File: src/rtl/clock_pkg.sv
// Shared types and helpers for the clock field counters: BCD digit type,
// adjust-FSM state encoding and parameter-time BCD/integer conversion.
package clock_pkg;

    typedef logic [3:0] bcd_digit_t;

    typedef enum logic [1:0] {
        ADJ_IDLE   = 2'd0,
        ADJ_HOLD   = 2'd1,
        ADJ_REPEAT = 2'd2
    } adj_state_t;

    localparam int         MAX_DIGITS = 8;
    localparam bcd_digit_t BCD_NINE   = 4'd9;
    localparam logic       DIR_UP     = 1'b0;
    localparam logic       DIR_DN     = 1'b1;

    // Conversions cover up to MAX_DIGITS digits; callers slice what they need.
    function automatic logic [31:0] int_to_bcd(input int val);
        logic [31:0] res;
        int          v;
        res = '0;
        v   = val;
        for (int i = 0; i < MAX_DIGITS; i++) begin
            res[4*i +: 4] = 4'(v % 10);
            v = v / 10;
        end
        return res;
    endfunction

    function automatic int bcd_to_int(input logic [31:0] bcd);
        int res;
        res = 0;
        for (int i = MAX_DIGITS - 1; i >= 0; i--) begin
            res = res * 10 + int'(bcd[4*i +: 4]);
        end
        return res;
    endfunction

endpackage

File: src/rtl/bcd_mod_counter_incdec.sv
// Combinational N-digit BCD +1 / -1 with wrap between min_val and max_val.
module bcd_incdec
    import clock_pkg::*;
#(
    parameter int DIGITS = 2
) (
    input  logic [4*DIGITS-1:0] value,
    input  logic                down,
    input  logic [4*DIGITS-1:0] min_val,
    input  logic [4*DIGITS-1:0] max_val,
    output logic [4*DIGITS-1:0] result
);

    logic       ripple;
    bcd_digit_t digit;

    // Valid BCD orders the same as its raw bits, so bound tests use plain compares.
    always_comb begin
        result = value;
        ripple = 1'b1;
        digit  = '0;
        if (down == DIR_UP) begin
            if (value >= max_val) begin
                result = min_val;
            end else begin
                for (int i = 0; i < DIGITS; i++) begin
                    digit = value[4*i +: 4];
                    if (ripple) begin
                        if (digit >= BCD_NINE) begin
                            result[4*i +: 4] = 4'd0;
                        end else begin
                            result[4*i +: 4] = digit + 4'd1;
                            ripple = 1'b0;
                        end
                    end
                end
            end
        end else begin
            if (value <= min_val) begin
                result = max_val;
            end else begin
                for (int i = 0; i < DIGITS; i++) begin
                    digit = value[4*i +: 4];
                    if (ripple) begin
                        if (digit == 4'd0) begin
                            result[4*i +: 4] = BCD_NINE;
                        end else begin
                            result[4*i +: 4] = digit - 4'd1;
                            ripple = 1'b0;
                        end
                    end
                end
            end
        end
    end

endmodule

File: src/rtl/bcd_mod_counter.sv
// One clock field: BCD modulo counter with cascade carry, checked load,
// runtime maximum clamp and button adjust with hold-to-repeat.
module bcd_mod_counter
    import clock_pkg::*;
#(
    parameter int DIGITS       = 2,
    parameter int MIN_VALUE    = 0,
    parameter int MAX_VALUE    = 59,
    parameter int DYN_MAX      = 0,
    parameter int REPEAT_DELAY = 8,
    parameter int REPEAT_RATE  = 2
) (
    input  logic                clk,
    input  logic                rst_n,
    input  logic                en,
    input  logic                up,
    input  logic                down,
    input  logic                tick,
    input  logic                load,
    input  logic [4*DIGITS-1:0] load_val,
    input  logic [4*DIGITS-1:0] max_val,
    output logic [4*DIGITS-1:0] value,
    output logic                carry,
    output logic                load_err
);

    localparam int          W         = 4 * DIGITS;
    localparam logic [31:0] MIN_BCD32 = int_to_bcd(MIN_VALUE);
    localparam logic [31:0] MAX_BCD32 = int_to_bcd(MAX_VALUE);
    localparam logic [W-1:0] MIN_BCD  = MIN_BCD32[W-1:0];
    localparam logic [W-1:0] MAX_BCD  = MAX_BCD32[W-1:0];
    localparam int          CNT_MAX   = (REPEAT_DELAY > REPEAT_RATE) ? REPEAT_DELAY : REPEAT_RATE;
    localparam int          CNT_W     = $clog2(CNT_MAX + 1);
    localparam logic [CNT_W-1:0] DELAY_CNT = CNT_W'(REPEAT_DELAY);
    localparam logic [CNT_W-1:0] RATE_CNT  = CNT_W'(REPEAT_RATE);

    logic [W-1:0]     value_q;
    logic [W-1:0]     value_d;
    logic [W-1:0]     max_bcd;
    logic [W-1:0]     step_result;
    logic             step_down;
    logic             load_digits_ok;
    logic             load_ok;
    logic             load_err_d;
    logic             unused_max;

    adj_state_t       state_q;
    adj_state_t       state_d;
    logic             dir_q;
    logic             dir_d;
    logic [CNT_W-1:0] cnt_q;
    logic [CNT_W-1:0] cnt_d;
    logic [CNT_W-1:0] cnt_inc;
    logic             up_q;
    logic             down_q;
    logic             up_rise;
    logic             down_rise;
    logic             held;
    logic             adj_step;
    logic             adj_down;

    // max_val only matters for the day field; other instances leave it dangling.
    assign unused_max = ^max_val;
    assign max_bcd    = (DYN_MAX != 0) ? max_val : MAX_BCD;

    assign value = value_q;
    assign carry = en & (value_q == max_bcd);

    always_comb begin
        load_digits_ok = 1'b1;
        for (int i = 0; i < DIGITS; i++) begin
            if (load_val[4*i +: 4] > BCD_NINE) begin
                load_digits_ok = 1'b0;
            end
        end
    end

    assign load_ok = load_digits_ok && (load_val >= MIN_BCD) && (load_val <= max_bcd);

    // A run step always counts up; otherwise the shared incdec follows the adjust direction.
    assign step_down = en ? DIR_UP : adj_down;

    bcd_incdec #(
        .DIGITS (DIGITS)
    ) u_incdec (
        .value   (value_q),
        .down    (step_down),
        .min_val (MIN_BCD),
        .max_val (max_bcd),
        .result  (step_result)
    );

    always_comb begin
        value_d    = value_q;
        load_err_d = 1'b0;
        if (load) begin
            value_d    = load_ok ? load_val : MIN_BCD;
            load_err_d = !load_ok;
        end else if (en) begin
            value_d = step_result;
        end else if ((DYN_MAX != 0) && (value_q > max_bcd)) begin
            value_d = max_bcd;
        end else if (adj_step) begin
            value_d = step_result;
        end
    end

    always_ff @(posedge clk or negedge rst_n) begin
        if (!rst_n) begin
            value_q  <= MIN_BCD;
            load_err <= 1'b0;
        end else begin
            value_q  <= value_d;
            load_err <= load_err_d;
        end
    end

    assign up_rise   = up & ~up_q;
    assign down_rise = down & ~down_q;
    assign held      = (dir_q == DIR_DN) ? down : up;
    assign cnt_inc   = cnt_q + CNT_W'(1);

    // Adjust FSM: the step request is computed even when load/en will override it.
    always_comb begin
        state_d  = state_q;
        dir_d    = dir_q;
        cnt_d    = cnt_q;
        adj_step = 1'b0;
        adj_down = dir_q;
        case (state_q)
            ADJ_IDLE: begin
                cnt_d = '0;
                if (up_rise && !down) begin
                    adj_step = 1'b1;
                    adj_down = DIR_UP;
                    dir_d    = DIR_UP;
                    state_d  = ADJ_HOLD;
                end else if (down_rise && !up) begin
                    adj_step = 1'b1;
                    adj_down = DIR_DN;
                    dir_d    = DIR_DN;
                    state_d  = ADJ_HOLD;
                end
            end
            ADJ_HOLD, ADJ_REPEAT: begin
                if (!held || (up && down)) begin
                    state_d = ADJ_IDLE;
                    cnt_d   = '0;
                end else if (tick) begin
                    if (cnt_inc == ((state_q == ADJ_HOLD) ? DELAY_CNT : RATE_CNT)) begin
                        adj_step = 1'b1;
                        state_d  = ADJ_REPEAT;
                        cnt_d    = '0;
                    end else begin
                        cnt_d = cnt_inc;
                    end
                end
            end
            default: begin
                state_d = ADJ_IDLE;
                cnt_d   = '0;
            end
        endcase
    end

    always_ff @(posedge clk or negedge rst_n) begin
        if (!rst_n) begin
            state_q <= ADJ_IDLE;
            dir_q   <= DIR_UP;
            cnt_q   <= '0;
            up_q    <= 1'b0;
            down_q  <= 1'b0;
        end else begin
            state_q <= state_d;
            dir_q   <= dir_d;
            cnt_q   <= cnt_d;
            up_q    <= up;
            down_q  <= down;
        end
    end

endmodule

File: config.mk
export PLATFORM = sky130hd
export DESIGN_NAME = bcd_mod_counter
export DESIGN_NICKNAME = d
export VERILOG_FILES = /design/src/rtl/clock_pkg.sv /design/src/rtl/bcd_mod_counter_incdec.sv /design/src/rtl/bcd_mod_counter.sv
export SDC_FILE = /design/constraint.sdc
export NUM_CORES = 1
export LEC_CHECK = 0
export ABC_CLOCK_PERIOD_IN_PS = 2150
export CAP_MARGIN = 20
export CORE_MARGIN = 2
export CORE_UTILIZATION = 45
export CTS_CLUSTER_DIAMETER = 30
export DETAILED_ROUTE_END_ITERATION = 10
export HOLD_SLACK_MARGIN = 0.12
export PLACE_DENSITY = 0.76
export SYNTH_ARGS = -nofsm -noshare
export SYNTH_HDL_FRONTEND = slang
export SYNTH_SLANG_ARGS = --single-unit
File: constraint.sdc
create_clock -name clk -period 2.15 [get_ports clk]
set_input_delay 0.43 -clock clk [delete_from_list [all_inputs] [get_ports clk]]
set_output_delay 0.43 -clock clk [all_outputs]
set_load 0.05 [all_outputs]
[Word-level counts from Yosys, hierarchy flattened]
Index checks and enable logic that the tools add are counted.
Cells by class
  equality and inequality tests: 7
  mux-type cells: 44
  add/sub/neg operators: 5
  $lt $le $gt $ge: 8
  reductions and logical operators: 16
  bitwise operators: 5
Operators by type and width (number)
  $mux W8: 7
  $mux W4: 11
  $mux W1: 19
  $add A4 B1 Y4 const B: 3
  $mux W2: 5
  $ne A3 B3 Y1 const B: 3
  $eq A8 B7 Y1 const B: 1
  $ge A4 B4 Y1 const B: 2
  $ge A8 B1 Y1 const B: 1
  $ge A8 B7 Y1 const B: 1
  $gt A4 B4 Y1 const B: 2
  $le A8 B1 Y1 const B: 1
  $le A8 B7 Y1 const B: 1
  $logic_not A4 Y1: 2
  $sub A4 B1 Y4 const B: 2
  $logic_and A1 B1 Y1: 5
  $eq A4 B4 Y1: 1
  $logic_not A1 Y1: 4
  $pmux W2 S2: 1
  $and A1 B1 Y1: 3
  $reduce_and A3 Y1: 1
  $reduce_bool A3 Y1: 1
  $eq A2 B1 Y1 const B: 1
  $eq A2 B2 Y1 const B: 1
  other kinds (5): 6
Word-level totals
  register bits after elaboration: 18
  bits of input ports: 23
  output and inout bits: 10
  word-level logic and storage cells: 92

[Logic depth before layout (Yosys ltp)]
Gate-level depths: netlist of run 1.
  word-level depth: 14
  gate-level depth with buffers: 9

[Cells and area by module]
From an unflattened synthesis of run 1, not the netlist that was laid out.
Second synthesis, totals
  cells, all modules: 280
  area total of the unflattened synthesis: 2238.4 µm²
Modules (own cells, without submodules)
  bcd_incdec: times used 1, area an instance 1166.1 µm², cells each 168
  bcd_mod_counter: times used 1, area an instance 1072.3 µm², cells each 112

[Least setup slack after synthesis of run 1]
Ideal clock, no wire load.
  path type: register to output
  start: reg value_q[6] (netlist: value[6])
  end: out carry
  required time: 1.720 ns
  setup slack: -0.409 ns
  arrival time: 2.129 ns
  stages on the path, launching flop included: 4
  buffers on the path: 1
  path through: dfrtp_1 -> clkbuf_1 -> nand3_1 -> nor3_1
Between the ends
  cells in the longest elaborated chain, start to end: 2
RTL lines
  from (decl): line bcd_mod_counter.sv:37  | logic [W-1:0] value_q;
  from (signal assigned): line bcd_mod_counter.sv:113  | value_q <= value_d;
  $eq A8 B7 Y1: line bcd_mod_counter.sv:67  | assign carry = en & (value_q == max_bcd);
  $and A1 B1 Y1: line bcd_mod_counter.sv:67
  to (decl): line bcd_mod_counter.sv:23  | output logic carry,
Every way passes these cells.

[Worst setup path after layout of run 1]
  start: reg value_q[0] (netlist: value[0])
  end: reg value_q[2] (netlist: value[2])
Between the ends
  cells in the longest elaborated chain, start to end: 7
RTL lines
  $add A4 B1 Y4 (tied with other cells): line bcd_mod_counter_incdec.sv:32  | result[4*i +: 4] = digit + 4'd1;
  $mux W4 (on tied branches): line bcd_mod_counter_incdec.sv:29, bcd_mod_counter_incdec.sv:45
  $mux W8 (on tied branches): line bcd_mod_counter_incdec.sv:23, bcd_mod_counter_incdec.sv:39
  $mux W8 (*): line bcd_mod_counter_incdec.sv:22  | if (down == DIR_UP) begin
  $mux W8: line bcd_mod_counter.sv:103  | end else if (adj_step) begin
  $mux W8 (*): line bcd_mod_counter.sv:99  | end else if (en) begin
  $mux W8 (*): line bcd_mod_counter.sv:96  | if (load) begin
Every way passes the cells marked *; elsewhere a longest branch is shown, timed or not. The select of a mux whose other input is x is not followed.
A chain may end at the register's enable or synchronous reset.

==> metrics.md, run 1 <==
| Metric | Value |
|---|---|
| Setup-failing EPs final | 6 |
| Number of flip-flops and latches in the synthesized netlist | 18 |
| Number of antenna-violating nets in the routed design | 0 |
| Boundary pin count | 33 |
| Vias in the first global route | 1481 |
| Post-placement setup slack | -0.3216 ns |
| Ratio of cells with drive above 1 in the final layout | 35.29% |
| Failing checks | negative setup slack |
| Synth Area per Inst | 8.852 µm² |
| Worst-case vdd ir drop | 591.0 µV |
| Leading cell type in the layout, fill and taps excluded | sky130_fd_sc_hd__buf_4 |
| Number of antenna violations at the first check in global routing | 0 |
| Number of input and output port buffers inserted | 24 |
| Cell count after synthesis | 161 |
| # placed instances | 256 |
| Wire length after detailed routing | 4.097 mm |
| Syn. warnings | 0 |
| Clock-pin slew reported for the worst setup and hold paths after clock tree synthesis | 0.11 ns |
| Delay contributed by the slowest stage of the critical path | 0.46 ns |
| Largest fanout of any net on the critical path | 3 |
| Synth async-reset ratio | 100.0% |
| Commonest non-fill, non-tap cells in the layout | sky130_fd_sc_hd__buf_4, sky130_fd_sc_hd__clkdlybuf4s50_1, sky130_fd_sc_hd__nor2_1, sky130_fd_sc_hd__dfrtp_1, sky130_fd_sc_hd__a21oi_1 |
| Sinks on Clock Net | 18 |
| Sort of element at the start of the critical path | flip-flop |
| Cell Count, Final, Fillers Out | 265 |
| Minimum clock period | 2.333 ns |
| Final number of max-transition violations | 0 |
| Number of enable-type register cells in the synthesized netlist | 0 |
| Portion of the clock cycle consumed by the worst path in the final layout | 108.5% |
| Worst slew margin | 66.31% |
| Reg-to-reg startpoint | value[0] |
| Area share of the largest cell type after synthesis | 31.61% |
| Total clock buffers created by CTS | 3 |
| Syn Nets | 195 |
| Wire per inst | 15.46 µm |
| Pwr dens | 998.3 mW/mm² |
| Number of remaining DRC errors | 0 |
| Cell with the biggest individual delay on the critical path | sky130_fd_sc_hd__dfrtp_2 |
| Arrival time at the worst endpoint | 2.59 ns |
| Crit path capture type | flip-flop |
| Floorplan die height | 60.28 µm |
| Fraction of the core area covered by cells at the end of the flow | 70.62% |
| Top achievable clock speed | 428.6 MHz |
| Insertion delay to the later sink of the worst-skew pair | 0.30 ns |
| Worst Hold Class | in2async |
| CTS Root Buffer Type | sky130_fd_sc_hd__clkbuf_4 |
| Leak Pwr | 0.9104 nW |
| Status | finished with violations |
| Post-synthesis sequential area ratio | 31.61% |
| Placeable Area | 0.003028 mm² |
| Worst EP required | 2.40 ns |
| First-pass GRT wire length | 6.520 mm |
| Number of library cell types mapped by synthesis | 49 |
| Setup repair after global routing missed its margin | true |
| TritonCTS clock tree | built |
| Predominant post-synthesis flop cell | sky130_fd_sc_hd__dfrtp_1 |
| Buffer levels on the longest clock path | 2 |
| Number of iterations in the first detailed-routing pass | 6 |
| Detailed Place HPWL | 2.915 mm |
| Most repeated library cell on the critical path | sky130_fd_sc_hd__or3b_4 |
| Setup skew after layout | 0.01729 ns |
| Startpoint-to-endpoint class of the critical path | reg2reg |
| Final #Nets | 256 |
| Leftover overflow at the end of global routing | 0 |
| Starting density of the core | 47.07% |
| Most area-consuming cells after synthesis | sky130_fd_sc_hd__dfrtp_1, sky130_fd_sc_hd__ha_1, sky130_fd_sc_hd__a21oi_1, sky130_fd_sc_hd__nor2_1, sky130_fd_sc_hd__mux2_2 |
| Count of maximum capacitance violations | 0 |
| Final-layout fill cell count | 220 |
| N_diodes | 0 |
| Startpoint of the worst setup timing path | value[0] |
| Final hold violation count | 0 |
| All-layer global routing usage | 23.63% |
| Cell Area, Synth | 0.001425 mm² |
| Area growth from synthesis to final layout | 50.04% |
| Number of DRC violations after detailed-routing iteration 0 | 137 |
| Vias per inst | 5.796 |
| Total die area | 0.003633 mm² |
| Overall via count from detail_route | 1536 |
| Number of rows in the core area | 20 |
| Maximum number of pins on one net before global-route repair | 19 |
| Min setup slack post-route | -0.1834 ns |
| Htree depth | 1 |
| Cell accounting for the most synthesized area | sky130_fd_sc_hd__dfrtp_1 |
| Routability congestion estimate from global placement | 0.8738 |
| Die boundary width | 60.28 µm |
| Cells traversed along the worst timing path | inv_2 > ha_4 > or3b_4 > a221oi_4 > o31ai_4 > buf_6 > or3b_4 > a21oi_2 > a22o_2 |
| Worst Tran Pin Value | 0.5038 ns |
## timing repair
item,CTS,global route
endpoints found under the setup margin,7,9
pin swaps,6,7
resized for setup,5,16
setup buffers,2,3
hold buffers,0,0
## synthesized netlist by cell type (all sizes together) (3+ instances only)
master,count
clkbuf,4
nor2,16
o31ai,3
or3b,3
inv,7
a31o,3
a31oi,4
nand2b,6
nor3b,4
o21ai,7
a21oi,15
ha,11
nand2,11
dfrtp,18
mux2,5
nand3,7
## kinds of logic (layout without fill, tap and decap cells)
group           count (synthesis)  after routing  share of synthesized area, %
flops                          18             18                         31.61
compound gates                 50             50                         25.37
xor+xnor                        3              3                         1.844
mux                             6              6                         4.653
simple gates                   61             61                         23.27
buf+inv                        12             72                         3.600
fa+ha+maj                      11             11                         9.657
## metal layers
layer	wire length (µm)	vias up	global-route usage (%)	share of wire [%]
li1	-	720	-	-
met1	1725	729	29.73	42
met2	2032	79	40.37	50
met3	277	8	4.762	6.8
met4	62	0	7.302	1.5
met5	0	-	0	0
## worst max-delay path, delay by kind of cell (launching register included)
kind / cells / cell delay [ns]
AND/OR/NAND/NOR: 2 / 0.76
buffers and inverters: 2 / 0.23
AO/OA/AOI/OAI: 4 / 0.70
adder cells (fa/ha/maj): 1 / 0.13
flip-flops: 1 / 0.46
## power breakdown
part           internal, mW  switching [mW]
clock network        0.0723           0.105
logic                 0.677           0.787
registers             0.412          0.0806
total                  1.16           0.973
## state kept, by name, summed over array words and instances (netlist names)
register / count
value: 8
cnt_q: 4
state_q: 2
dir_q: 1
down_q: 1
load_err: 1
up_q: 1
## worst paths after layout
kind,to,slack (ns),depth (start not counted)
hold reg to reg,state_q[1],0.60,2
min in group clk,state_q[1],0.60,2
hold / removal,cnt_q[0],0.44,2
max in group asynchronous,state_q[0],1.47,2
setup reg to reg,value[2],-0.18,9
setup / recovery,value[2],-0.18,9
## through the flow
step / hold slack, ns / setup TNS [ns] / area (µm²) / total power [mW]
global placement: 0.5375 / -1.426 / 1984 / 1.776
floorplan: 0.1344 / -0.5170 / 1469 / 1.320
CTS: 0.4341 / -0.3722 / 2056 / 2.062
detailed placement: 0.5731 / -1.823 / 1984 / 1.819
finish: 0.4392 / -0.5149 / 2138 / 2.135
global route: 0.4552 / -1.114 / 2138 / 2.280
## final cells by class
type,count,area (µm²),area share [%]
multi-input cells,131,1047,48.98
clock buffers,4,26.28,1.229
flip-flops and latches,18,454.2,21.24
repair buffers,61,529.3,24.75
well taps,44,55.05,2.575
inverters,7,26.28,1.229
Power figures use the tool's default switching activity.
==> inputs of run 2 (changes only) <==
--- a/config.mk
+++ b/config.mk
@@ -13,6 +13,7 @@
 export DETAILED_ROUTE_END_ITERATION = 10
 export HOLD_SLACK_MARGIN = 0.12
 export PLACE_DENSITY = 0.76
+export SKIP_CTS_REPAIR_TIMING = 1
 export SYNTH_ARGS = -nofsm -noshare
 export SYNTH_HDL_FRONTEND = slang
 export SYNTH_SLANG_ARGS = --single-unit
==> run 2 against run 1 <==
Net effect:
- the run still ends with negative setup slack left
- largest cell class unchanged
- critical path type unchanged
- critical endpoint unchanged
- via count shrank 2.4%
- critical path depth is the same
- core utilization shrank 1.4 points
- hold slack gained 0.0011 ns
- cell area shrank 2.0%
==> metrics.md, run 2 (synthesis gave the netlist of run 1 again) <==
| Metric | Value |
|---|---|
| Status | finished with violations |
| Failing checks | negative setup slack |
| Vias in the first global route | 1443 |
| Total die area | 0.003633 mm² |
| Total clock buffers created by CTS | 3 |
| Detailed Place HPWL | 2.915 mm |
| Leading cell type in the layout, fill and taps excluded | sky130_fd_sc_hd__buf_4 |
| Sum of negative setup slack | -0.4097 ns |
| Hold slack | 0.4402 ns |
| Number of antenna-violating nets in the routed design | 0 |
| Worst Hold Class | in2async |
| Worst-case vdd ir drop | 588.2 µV |
| # placed instances | 256 |
| Setup skew after layout | 0.01767 ns |
| Placeable Area | 0.003028 mm² |
| Starting density of the core | 47.07% |
| Crit path capture type | flip-flop |
| Min setup slack post-route | -0.1899 ns |
| Insertion delay to the later sink of the worst-skew pair | 0.30 ns |
| Fraction of the core area covered by cells at the end of the flow | 69.17% |
| Largest regs | value: 8 flops, cnt_q: 4 flops, state_q: 2 flops |
| Area occupied by registers | 454.2 µm² |
| Worst Tran Pin Value | 0.5023 ns |
| Wire length after detailed routing | 4.009 mm |
| R2R Path End | value[2] |
| R2r worst-path depth | 9 |
| Die boundary width | 60.28 µm |
| Top achievable clock speed | 427.4 MHz |
| Cell with the biggest individual delay on the critical path | sky130_fd_sc_hd__dfrtp_2 |
| Final hold violation count | 0 |
| Vias per inst | 5.721 |
| Leftover overflow at the end of global routing | 0 |
| Number of rows in the core area | 20 |
| Sinks on Clock Net | 18 |
| Delay contributed by the slowest stage of the critical path | 0.46 ns |
| Largest fanout of any net on the critical path | 4 |
| TritonCTS clock tree | built |
| Sort of element at the start of the critical path | flip-flop |
| Minimum clock period | 2.340 ns |
| Number of iterations in the first detailed-routing pass | 4 |
| Leak Pwr | 0.8849 nW |
| Final-layout fill cell count | 225 |
| Clock-pin slew reported for the worst setup and hold paths after clock tree synthesis | 0.11 ns |
| Startpoint of the worst setup timing path | value[0] |
| Setup-failing EPs final | 5 |
| Final number of max-transition violations | 0 |
| Boundary pin count | 33 |
| Final #Nets | 253 |
| Commonest non-fill, non-tap cells in the layout | sky130_fd_sc_hd__buf_4, sky130_fd_sc_hd__clkdlybuf4s50_1, sky130_fd_sc_hd__nor2_1, sky130_fd_sc_hd__dfrtp_1, sky130_fd_sc_hd__a21oi_1 |
| Crit path to | value[2] |
| Number of DRC violations after detailed-routing iteration 0 | 76 |
| Number of flip-flops in the largest register | 8 |
| CTS Root Buffer Type | sky130_fd_sc_hd__clkbuf_4 |
| Arrival time at the worst endpoint | 2.59 ns |
| Overall via count from detail_route | 1499 |
| Cells traversed along the worst timing path | inv_2 > ha_4 > or3b_4 > a221oi_4 > o31ai_4 > buf_6 > or3b_4 > a21oi_2 > a22o_2 |
| Number of input and output port buffers inserted | 24 |
| Startpoint-to-endpoint class of the critical path | reg2reg |
| Multi-input logic area | 0.001026 mm² |
| Wire per inst | 15.30 µm |
| Area growth from synthesis to final layout | 46.97% |
| Setup slack on the worst flop-to-flop path | -0.19 ns |
| Design Power | 2.093 mW |
| Ratio of cells with drive above 1 in the final layout | 33.94% |
| Most repeated library cell on the critical path | sky130_fd_sc_hd__or3b_4 |
| Portion of the clock cycle consumed by the worst path in the final layout | 108.8% |
| Count of maximum capacitance violations | 0 |
| N_diodes | 0 |
| Maximum number of pins on one net before global-route repair | 19 |
| All-layer global routing usage | 22.61% |
| Cell Count, Final, Fillers Out | 262 |
| Reg-to-reg startpoint | value[0] |
| First-pass GRT wire length | 6.244 mm |
| Worst slew margin | 66.41% |
| Floorplan die height | 60.28 µm |
| Number of remaining DRC errors | 0 |
| Pwr dens | 999.1 mW/mm² |
| Worst EP required | 2.40 ns |
| Largest register by flop count | value |
| Routability congestion estimate from global placement | 0.8738 |
| Buffer levels on the longest clock path | 2 |
| Htree depth | 1 |
| Number of antenna violations at the first check in global routing | 0 |
| Setup repair after global routing missed its margin | true |
-- run 2: changes by cell type in the layout (fill, tap and decap cells not counted) --
cell	delta
sky130_fd_sc_hd__a21boi_2	+1
sky130_fd_sc_hd__a21boi_4	-1
sky130_fd_sc_hd__buf_4	-3
sky130_fd_sc_hd__o31ai_1	+1
sky130_fd_sc_hd__o31ai_4	-1
-- run 2: worst min path at each step --
stage	from	to	slack, ns
floorplan	rst_n	cnt_q[0]	0.13
global placement	state_q[0]	state_q[0]	0.54
detailed placement	state_q[0]	state_q[0]	0.57
CTS	rst_n	cnt_q[0]	0.43
global route	rst_n	cnt_q[0]	0.46
finish	rst_n	cnt_q[0]	0.44
-- run 2: per-layer routing --
metal	wire length [µm]	vias up	global-route usage, %
met5	0	-	0
met4	51	0	6.667
met3	245	6	4.545
met2	1934	71	38.82
met1	1778	707	28.40
li1	-	715	-
-- run 2: metrics by stage --
step / setup slack [ns] / instance area, µm²
final: -0.1899 / 2095
after global routing: -0.2613 / 2095
after floorplan: -0.1625 / 1469
after global placement: -0.2749 / 1984
after detailed placement: -0.3216 / 1984
after CTS: -0.1895 / 2011
-- run 2: cell type report --
type	count	share of cell area, %
inverter	7	1.254
multi-input combinational	131	48.98
sequential	18	21.68
tap	44	2.628
clock buffer	4	1.254
timing repair buffer	58	24.19
-- run 2: critical path: cells and delay by family (launching register included) --
| kind | cells | cell delay, ns |
|---|---|---|
| AND/OR/NAND/NOR | 2 | 0.77 |
| flip-flops | 1 | 0.46 |
| adder cells (fa/ha/maj) | 1 | 0.13 |
| AO/OA/AOI/OAI | 4 | 0.70 |
| buffers and inverters | 2 | 0.23 |
-- run 2: power breakdown --
part | switching, mW | internal [mW] | total, mW
clock network | 0.106 | 0.0723 | 0.178
registers | 0.0801 | 0.412 | 0.492
logic | 0.761 | 0.661 | 1.42
